$ cat src/rtl/tpu_mm_master.sv
// tpu_mm_master: Avalon-MM burst sequencer with credit-limited pipelined reads and a read-return FIFO
module tpu_mm_master #(
  parameter int DATA_WIDTH = 32,
  parameter int ADDR_WIDTH = 10,
  parameter int RD_DEPTH = 4
) (
  input  logic                    clk,
  input  logic                    reset,
  input  logic                    cmd_valid,
  output logic                    cmd_ready,
  input  logic                    cmd_write,
  input  logic [ADDR_WIDTH-1:0]   cmd_addr,
  input  logic [7:0]              cmd_len,
  input  logic                    wdata_valid,
  output logic                    wdata_ready,
  input  logic [DATA_WIDTH-1:0]   wdata,
  output logic                    rdata_valid,
  input  logic                    rdata_ready,
  output logic [DATA_WIDTH-1:0]   rdata,
  output logic                    busy,
  output logic                    done,
  output logic [ADDR_WIDTH-1:0]   master_address,
  output logic                    master_read,
  output logic                    master_write,
  output logic [DATA_WIDTH-1:0]   master_writedata,
  output logic [DATA_WIDTH/8-1:0] master_byteenable,
  input  logic                    master_waitrequest,
  input  logic [DATA_WIDTH-1:0]   master_readdata,
  input  logic                    master_readdatavalid
);
  localparam int PW = $clog2(RD_DEPTH);
  localparam int CW = PW + 1;
  localparam logic [CW-1:0] DEPTH = CW'(RD_DEPTH);
  typedef enum logic [1:0] {IDLE, WRITE, READ, DRAIN} state_t;
  state_t state_q, state_d;
  logic [ADDR_WIDTH-1:0] addr_q, addr_d, addr_inc;
  logic [DATA_WIDTH-1:0] wd_q, wd_d;
  logic mwrite_q, mwrite_d, done_q, done_d;
  logic [8:0] fetch_q, fetch_d, left_q, left_d;
  logic [CW-1:0] outst_q, outst_d, cnt_q, cnt_d;
  logic [PW-1:0] wp_q, wp_d, rp_q, rp_d;
  logic [DATA_WIDTH-1:0] mem_q [RD_DEPTH];
  logic [DATA_WIDTH-1:0] mem_d [RD_DEPTH];
  logic accept, wr_xfer, rd_xfer, push, pop;
  assign cmd_ready = state_q == IDLE;
  assign busy = state_q != IDLE;
  assign done = done_q;
  assign master_address = addr_q;
  assign master_write = mwrite_q;
  assign master_writedata = wd_q;
  assign master_byteenable = '1;
  assign rdata_valid = cnt_q != '0;
  assign rdata = mem_q[rp_q];
  assign wdata_ready = state_q == WRITE && fetch_q != '0 && (!mwrite_q || !master_waitrequest);
  assign master_read = state_q == READ && left_q != '0 && (outst_q + cnt_q) < DEPTH;
  assign accept = wdata_valid && wdata_ready;
  assign wr_xfer = mwrite_q && !master_waitrequest;
  assign rd_xfer = master_read && !master_waitrequest;
  assign push = master_readdatavalid && outst_q != '0;
  assign pop = rdata_valid && rdata_ready;
  assign addr_inc = {addr_q[ADDR_WIDTH-1:8], addr_q[7:0] + 8'd1};
  always_comb begin
    state_d = state_q;
    addr_d = (wr_xfer || rd_xfer) ? addr_inc : addr_q;
    left_d = (wr_xfer || rd_xfer) ? left_q - 9'd1 : left_q;
    fetch_d = accept ? fetch_q - 9'd1 : fetch_q;
    wd_d = accept ? wdata : wd_q;
    mwrite_d = accept || (mwrite_q && master_waitrequest);
    outst_d = outst_q + CW'(rd_xfer) - CW'(push);
    cnt_d = cnt_q + CW'(push) - CW'(pop);
    wp_d = wp_q + PW'(push);
    rp_d = rp_q + PW'(pop);
    mem_d = mem_q;
    if (push) mem_d[wp_q] = master_readdata;
    if (state_q == IDLE && cmd_valid) begin
      state_d = cmd_write ? WRITE : READ;
      addr_d = cmd_addr;
      fetch_d = {1'b0, cmd_len} + 9'd1;
      left_d = {1'b0, cmd_len} + 9'd1;
    end
    if ((wr_xfer || rd_xfer) && left_q == 9'd1) state_d = wr_xfer ? IDLE : DRAIN;
    if (state_q == DRAIN && outst_d == '0) state_d = IDLE;
    done_d = (wr_xfer && left_q == 9'd1) || (state_q == DRAIN && outst_d == '0);
  end
  always_ff @(posedge clk) begin
    if (reset) begin
      state_q <= IDLE;
      addr_q <= '0;
      wd_q <= '0;
      mwrite_q <= 1'b0;
      done_q <= 1'b0;
      fetch_q <= '0;
      left_q <= '0;
      outst_q <= '0;
      cnt_q <= '0;
      wp_q <= '0;
      rp_q <= '0;
      mem_q <= '{default: '0};
    end else begin
      state_q <= state_d;
      addr_q <= addr_d;
      wd_q <= wd_d;
      mwrite_q <= mwrite_d;
      done_q <= done_d;
      fetch_q <= fetch_d;
      left_q <= left_d;
      outst_q <= outst_d;
      cnt_q <= cnt_d;
      wp_q <= wp_d;
      rp_q <= rp_d;
      mem_q <= mem_d;
    end
  end
endmodule
$ cat config.mk
export PLATFORM = sky130hd
export DESIGN_NAME = tpu_mm_master
export DESIGN_NICKNAME = d
export VERILOG_FILES = /design/src/rtl/tpu_mm_master.sv
export SDC_FILE = /design/constraint.sdc
export NUM_CORES = 1
export LEC_CHECK = 0
export CAP_MARGIN = 10
export CORE_ASPECT_RATIO = 0.7
export CORE_UTILIZATION = 55
export DETAILED_ROUTE_END_ITERATION = 8
export PLACE_DENSITY = 0.83
export SYNTH_ARGS = -nofsm -noshare
export SYNTH_HDL_FRONTEND = slang
export SYNTH_SLANG_ARGS = --single-unit
$ cat constraint.sdc
create_clock -name clk -period 5.5 [get_ports clk]
set_input_delay 1.375 -clock clk [delete_from_list [all_inputs] [get_ports clk]]
set_output_delay 1.375 -clock clk [all_outputs]
set_load 0.02 [all_outputs]
Yosys cells after proc, flatten, opt, wreduce, memory -nomap -nowiden
Index checks and enable logic that the tools add are counted.

word-level totals
  register bits after elaboration = 202
  output and inout port bits = 85
  word-level logic and storage cells = 85

cells by class
  $add $sub $neg = 11
  order comparisons = 4
  equal/unequal tests = 4
  multiplexer cells = 16
  bitwise logic cells = 2
  reductions and logical operators = 32

operators by type and width
  kind                                                      count
  bitwise mux 128 bit                                       1
  2-to-1 mux 32 bit                                         3
  binary-select mux 32 bit (select 2 bit)                   1
  demux 32 bit (select 2 bit)                               1
  2-to-1 mux 9 bit                                          4
  nonzero test 9 bit                                        2
  subtractor 9 x 1 -> 9 bit, second input constant          2
  logical AND 1 bit                                         15
  2-to-1 mux 10 bit                                         1
  adder 8 x 1 -> 9 bit, second input constant               1
  equality test 9 x 1 -> 1 bit, second input constant       1
  adder 8 x 1 -> 8 bit, second input constant               1
  2-to-1 mux 2 bit                                          4
  2-to-1 mux 8 bit                                          1
  nonzero test 2 bit                                        4
  adder 3 x 1 -> 3 bit                                      2
  greater-or-equal comparator 3 bit, second input constant  2
  inverter 2 -> 3 bit                                       2
  nonzero test 3 bit                                        2
  subtractor 3 x 1 -> 3 bit                                 2
  adder 2 x 1 -> 2 bit                                      2
  equality test 2 bit, second input constant                2
  logical OR 1 bit                                          4
  adder 3 bit                                               1
  7 further kinds                                           8

Logic depth before layout (Yosys ltp)
Gate-level depths: netlist of the first run.

  depth after elaboration = 9
  mapped depth = 14
  depth with buffers taken out = 14

Least setup slack after synthesis of the first run
Ideal clock, no wire load.

  path kind = input port to flip-flop
  from = input port master_waitrequest
  to = register state_q[1]
  data arrival time = 3207 ps
  required time = 5380 ps
  setup slack = 2173 ps
  stages on the path = 12
  buffers on the path = 0
  cells stage by stage = a311oi_2 nand2_1 ha_1 inv_1 ha_1 inv_1 fa_1 xnor2_1 xnor2_1 o22ai_1 nor2_1 o31a_1

between the ends
  cells in the longest elaborated chain, start to end = 7
  elaborated cells on any way between the ends = 13

RTL lines
  element                              RTL line  RTL
  from (decl)                          27        input logic master_waitrequest,
  logical NOT 1 bit *                  57, 58
  logical AND 1 bit                    58        assign rd_xfer = master_read && !master_waitrequest;
  adder 3 x 1 -> 3 bit                 69        outst_d = outst_q + CW'(rd_xfer) - CW'(push);
  subtractor 3 x 1 -> 3 bit            69
  logical NOT 3 bit                    82        if (state_q == DRAIN && outst_d == '0) state_d = IDLE;
  logical AND 1 bit                    82
  OR reduction 2 bit (no source line)  -
  to (signal assigned)                 100       state_q <= state_d;
  to (decl)                            35        state_t state_q, state_d;

Every way passes the cells marked *; elsewhere a longest branch is shown, timed or not.
A chain may end at the register's enable or synchronous reset.

Final worst setup path of the first run
  from = input port master_waitrequest
  to = output port wdata_ready

between the ends
  cells in the longest elaborated chain, start to end = 3

RTL lines
  element            RTL line  RTL
  logical NOT 1 bit  54        assign wdata_ready = state_q == WRITE && fetch_q != '0 && (!mwrite_q || !master_waitrequest);
  logical OR 1 bit   54
  logical AND 1 bit  54
  to (decl)          15        output logic wdata_ready,

No other way between the ends.

==> metrics.txt, run 1 <==
status=finished with violations; failing checks=DRC; Row Count=38; Slew Viols, Final=0; Seq/Total Area, Yosys=46.4%; final hold violations=0; HP Start=mem_q[25]$_SDFFE_PP0P_; logic gate share of total power=26.8%; GRT Resource Usage Total=27.1%; Ports=175; initial antenna violation count=0; vias in the first global route=7353; Die H=107 µm; GRT Residual Overflow=0; Net Sw Frac=30.7%; Worst Setup SP=master_waitrequest; clock root cell=clkbuf_16; post-synth top area cell=dfxtp_1; die area=0.0164 mm²; register bit total from synthesis=202; Register Area=0.00405 mm²; Iteration-0 DRC Markers=619; synth top area cells=dfxtp_1 (46%), nand2_1 (15%), a21oi_1 (9.6%); post-synth cell types=58; Final nets=1268; Routed WL per cell=16.2 µm; Worst R2R Start=outst_q[2]$_SDFF_PP0_; crit path DAT=2.94 ns; met3 WL=1690 µm; cts repair resizes=0; Yosys top cell area share=46.4%; CTS Buffer Depth=3; first-pass GRT wire length=36300 µm; Post-synth top flop=dfxtp_1; Worst Hold Class=reg2reg; Slew @ Worst Pin=1.06 ns; CTS tree=yes; WP data required=4.12 ns; Post-synth EDFFs=0; Max Used Layer=met4; GP Congestion=0.785; FILL cells=1197; Max IR drop VDD=0.243 mV; Switch Pwr=1280 µW; CP max FO=3; Worst-Skew Late Latency=0.49 ns; Leak Pwr=0.00379 µW; met1 WL=10000 µm; skew final=0.00730 ns; CTS clk-pin slew, worst paths=0.06 ns; largest net degree at the start of global routing=140; ANT cells=0; most common cell after layout, fill and taps aside=nand2_1; met2 wire length=10200 µm; IO buf count=170; clock network power share=31.8%; detailed-route via count=7697; Setup-failing EPs final=0; PwrDens=379 mW/mm²; layout cells sized above 1=7.68%; Cell Int Power=2900 µW; post-CTS setup buffers=0; Crit. End Element=output pin; H-tree levels=1; Core Area=0.0155 mm²; CP Launch Type=input pin; DR vias/cell=5.61; RSZ-0062 raised after global routing=no; Final Cycle Share=78.5%; max_cap viols=0; fin util=71.2%; Die X=153 µm; drt first pass iters=9; CTS Hold Buffers Added=0; ANT nets after route=0; post-synthesis cell count=1034; DRC=7; TritonCTS Sinks=202; Slew HR=29.5%; fmax=0.232 GHz; commonest non-fill, non-tap cells in the layout=nand2_1 (340), dfxtp_1 (201), clkdlybuf4s50_1 (169); Mapped Avg Cell Area=8.44 µm²; Routed WL=22200 µm; Initial Util=56.3%; Syn. warnings=0; TNS Setup=0 ns; Synth Cell Area=0.00872 mm²; area of the multi-input gates=0.00423 mm²; DP Wirelength=13800 µm; Area Overhead vs Synth=26.5%; Num CTS Buffers=20; Min Clock Period, post-route=4.32 ns; Async S/R FF share, synth=0%; Sequential Power Share=41.4%; crit path kind=in2out
## sequential cells by signal, summed over array words and instances, names as in the netlist
register and count:
outst_q 3, fetch_q 9, wp_q 2, master_write 1, mem_q 128, rp_q 2, state_q 2, master_address 10
master_writedata 32, cnt_q 3, left_q 9, done 1
## cell families (layout without fill, tap and decap cells)
| group | after synthesis | count (layout) | share of synthesized area [%] |
|---|---|---|---|
| AND/OR/NAND/NOR | 437 | 437 | 20.9 |
| multiplexers | 33 | 33 | 8.38 |
| buffers and inverters | 99 | 234 | 5.38 |
| AO/OA/AOI/OAI | 233 | 233 | 15.2 |
| flip-flops | 202 | 202 | 46.4 |
| XOR/XNOR | 14 | 14 | 1.41 |
| adder cells (fa/ha/maj) | 15 | 15 | 2.32 |
| other | 1 | 4 | 0.0430 |
## through the flow
stage | area, µm² | std cells | hold WS [ns] | setup WS [ns] | power [µW]
4_1_cts | 11000 | 1372 | 0.453 | 1.19 | 4200
6_report | 11000 | 1372 | 0.452 | 1.18 | 4180
3_3_place_gp | 10400 | 1341 | 0.439 | 1.21 | 2850
3_5_place_dp | 10400 | 1341 | 0.445 | 1.19 | 2880
2_1_floorplan | 8740 | 1037 | 0.433 | 2.17 | 2470
5_1_grt | 11000 | 1372 | 0.470 | 1.11 | 4380
## routing by layer
| layer | global-route usage, % | vias up |
|---|---|---|
| li1 | - | 3762 |
| met1 | 37.8 | 3679 |
| met2 | 43.8 | 237 |
| met3 | 5.48 | 19 |
| met4 | 5.92 | 0 |
| met5 | 0 | - |
## cell usage after synthesis, types with 2 or more instances
master / number
a211oi_1: 3
a21o_1: 5
a21oi_1: 168
a221oi_1: 5
a22o_1: 2
a311oi_1: 7
a31oi_1: 7
and2_1: 7
and3_1: 4
buf_1: 5
buf_2: 13
buf_4: 4
buf_6: 2
clkbuf_1: 51
clkbuf_8: 4
dfxtp_1: 202
fa_1: 2
ha_1: 13
inv_1: 19
mux4_2: 32
nand2_1: 340
nand3_1: 14
nand4_1: 2
nor2_1: 28
nor2b_1: 6
nor3_1: 7
nor4_1: 6
o211ai_1: 2
o21a_1: 3
o21ai_0: 12
o22ai_1: 3
o31ai_1: 6
o32ai_1: 2
or3_1: 9
or3_2: 4
xnor2_1: 12
xor2_1: 2
## power by group through the flow
stage | Combinational [µW] | Clock (µW) | Sequential [µW]
floorplan | 747 | 0 | 1730
global placement | 1090 | 0 | 1760
detailed placement | 1120 | 0 | 1760
CTS | 1120 | 1350 | 1730
global route | 1220 | 1410 | 1750
finish | 1120 | 1330 | 1730
## final cells by class
class / count / share of cell area (%)
Timing Repair Buffer: 184 / 16.4
Multi-Input combinational cell: 736 / 38.3
Inverter: 19 / 0.646
Sequential cell: 202 / 36.7
Clock inverter: 1 / 0.0453
Tap cell: 200 / 2.27
Clock buffer: 30 / 5.70
## path summary, 6_finish.rpt
check,endpoint,slack (ns),cells past startpoint
setup / recovery,wdata_ready,1.18,5
hold / removal,mem_q[25]$_SDFFE_PP0P_,0.45,2
setup reg to reg,state_q[0]$_SDFFE_PP0P_,2.49,12
hold reg to reg,mem_q[25]$_SDFFE_PP0P_,0.45,2
## worst max-delay path, stage by stage
cell and delay, ns:
clkdlybuf4s50_1 0.47, nand2_1 0.11, and3b_1 0.24, and2_1 0.14, clkdlybuf4s50_1 0.61
Power figures use the tool's default switching activity.
==> run 2, diff against run 1 <==
--- a/config.mk
+++ b/config.mk
@@ -7,9 +7,9 @@
 export LEC_CHECK = 0
 export CAP_MARGIN = 10
 export CORE_ASPECT_RATIO = 0.7
-export CORE_UTILIZATION = 55
+export CORE_UTILIZATION = 47
 export DETAILED_ROUTE_END_ITERATION = 8
-export PLACE_DENSITY = 0.83
+export PLACE_DENSITY = 0.75
 export SYNTH_ARGS = -nofsm -noshare
 export SYNTH_HDL_FRONTEND = slang
 export SYNTH_SLANG_ARGS = --single-unit
==> constraint.sdc (replaced) <==
create_clock -name clk -period 3.6 [get_ports clk]
set_input_delay 0.9 -clock clk [delete_from_list [all_inputs] [get_ports clk]]
set_output_delay 0.9 -clock clk [all_outputs]
set_load 0.02 [all_outputs]
==> metrics.txt, run 2 (synthesis gave the netlist of run 1 again) <==
status=finished, final reports clean; detailed-route via count=7683; ANT nets after route=0; IO buf count=170; layout cells sized above 1=8.54%; Final Cycle Share=94.5%; Worst Hold Class=reg2reg; CTS Buffer Depth=3; logic gate share of total power=27.1%; Worst-Skew Late Latency=0.49 ns; first-pass GRT wire length=36700 µm; TritonCTS Sinks=202; hold path cells=2; Slew HR=39.2%; max reg flops=128; commonest non-fill, non-tap cells in the layout=nand2_1 (340), dfxtp_1 (201), clkdlybuf4s50_1 (169); Crit. End Element=output pin; met3 WL=1830 µm; vias in the first global route=7216; DP Wirelength=14600 µm; most common cell after layout, fill and taps aside=nand2_1; Biggest register=mem_q; die area=0.0191 mm²; HP Start=master_writedata[1]$_SDFFE_PP0P_; final hold violations=0; Leak Pwr=0.00384 µW; CTS clk-pin slew, worst paths=0.06 ns; ANT cells=0; fmax=0.294 GHz; Slew Viols, Final=0; Cell Int Power=4500 µW; Iteration-0 DRC Markers=591; Core Area=0.0181 mm²; Max IR drop VDD=0.347 mV; RSZ-0062 raised after global routing=no; DRC=0; final setup margin=0.197 ns; cts repair resizes=0; TNS Setup=0 ns; Worst R2R Path Depth=14; Register Area=0.00405 mm²; Die X=165 µm; Routed WL=23000 µm; largest net degree at the start of global routing=63; post-CTS setup buffers=0; Final nets=1275; CP max FO=24; GRT Residual Overflow=0; drt first pass iters=5; Sequential Power Share=40.4%; GRT Resource Usage Total=24.1%; max_cap viols=0; total power=6520 µW; Routed WL per cell=16.2 µm; CTS Hold Buffers Added=0; Die H=116 µm; crit path DAT=2.50 ns; Min Clock Period, post-route=3.40 ns; DR vias/cell=5.41; Switch Pwr=2020 µW; Row Count=41; skew final=0.00779 ns; met2 wire length=10200 µm; reg2reg setup slack=0.66 ns; met1 WL=10700 µm; GP Congestion=0.815; CTS tree=yes; H-tree levels=1; area of the multi-input gates=0.00423 mm²; initial antenna violation count=0; Max Used Layer=met4; CP Launch Type=flip-flop; Ports=175; Net Sw Frac=31.0%; Initial Util=48.2%; Setup-failing EPs final=0; Area Overhead vs Synth=28.2%; WP data required=2.70 ns; Num CTS Buffers=20; clock network power share=32.5%; fin util=61.8%; FILL cells=1540; Slew @ Worst Pin=0.906 ns; PwrDens=583 mW/mm²; Worst R2R Start=outst_q[1]$_SDFF_PP0_; WHS Endpoint=master_writedata[1]$_SDFFE_PP0P_; worst reg2reg path endpoint=state_q[1]$_SDFFE_PP0P_; clock root cell=clkbuf_16; Setup WS pre-CTS=0.157 ns; crit path kind=reg2out
-- run 2: changes by cell type in the layout (fill, tap and decap cells not counted), sizes merged --
cell,delta
buf,+7
bufinv,+1
clkbuf,-1
clkinv,+2
clkinvlp,+2
-- run 2: cell type report --
cell class / instances / area share (%)
clock buffer: 29 / 5.40
inverter: 19 / 0.637
tap: 236 / 2.64
multi-input combinational: 736 / 37.8
clock inverter: 6 / 0.637
sequential: 202 / 36.2
timing repair buffer: 191 / 16.7
-- run 2: worst max-delay path by stage --
| stage | slack [ns] | cells past startpoint | startpoint | to |
|---|---|---|---|---|
| 2_1_floorplan | 0.75 | 12 | master_waitrequest | state_q[1]$_SDFFE_PP0P_ |
| 3_3_place_gp | 0.21 | 13 | master_waitrequest | state_q[1]$_SDFFE_PP0P_ |
| 3_5_place_dp | 0.16 | 13 | master_waitrequest | state_q[1]$_SDFFE_PP0P_ |
| 4_1_cts | 0.16 | 3 | rp_q[1]$_SDFF_PP0_ | rdata[28] |
| 5_1_grt | 0.08 | 5 | outst_q[1]$_SDFF_PP0_ | master_read |
| 6_report | 0.20 | 3 | rp_q[1]$_SDFF_PP0_ | rdata[30] |
-- run 2: worst max-delay path: stages (launching register included) --
cell	delay, ns
dfxtp_2	0.56
buf_12	0.28
mux4_2	0.55
clkdlybuf4s50_1	0.59
-- run 2: per-layer routing --
layer / GRT usage (%) / vias to the layer above
met1: 34.1 / 3626
met3: 5.73 / 28
met2: 37.5 / 244
met5: 0 / -
li1: - / 3785
met4: 4.89 / 0
-- run 2: power groups by stage --
| stage | combinational (µW) | clock (µW) | sequential [µW] |
|---|---|---|---|
| 5_1_grt | 1920 | 2260 | 2670 |
| 2_1_floorplan | 1140 | 0 | 2640 |
| 6_report | 1770 | 2120 | 2640 |
| 4_1_cts | 1770 | 2160 | 2640 |
| 3_5_place_dp | 1760 | 0 | 2680 |
| 3_3_place_gp | 1730 | 0 | 2680 |
-- run 2: metrics by stage --
step,hold slack [ns],std cells,cell area [µm²]
6_report,0.451,1419,11200
3_5_place_dp,0.444,1384,10500
5_1_grt,0.469,1419,11200
4_1_cts,0.454,1419,11200
2_1_floorplan,0.433,1037,8740
3_3_place_gp,0.439,1384,10500
==> run 3, diff against run 2 <==
--- a/config.mk
+++ b/config.mk
@@ -8,6 +8,7 @@
 export CAP_MARGIN = 10
 export CORE_ASPECT_RATIO = 0.7
 export CORE_UTILIZATION = 47
+export CTS_CLUSTER_SIZE = 28
 export DETAILED_ROUTE_END_ITERATION = 8
 export PLACE_DENSITY = 0.75
 export SYNTH_ARGS = -nofsm -noshare
==> results of run 3 <==
No change in the layout: final DEF, timing and power equal those of run 2.
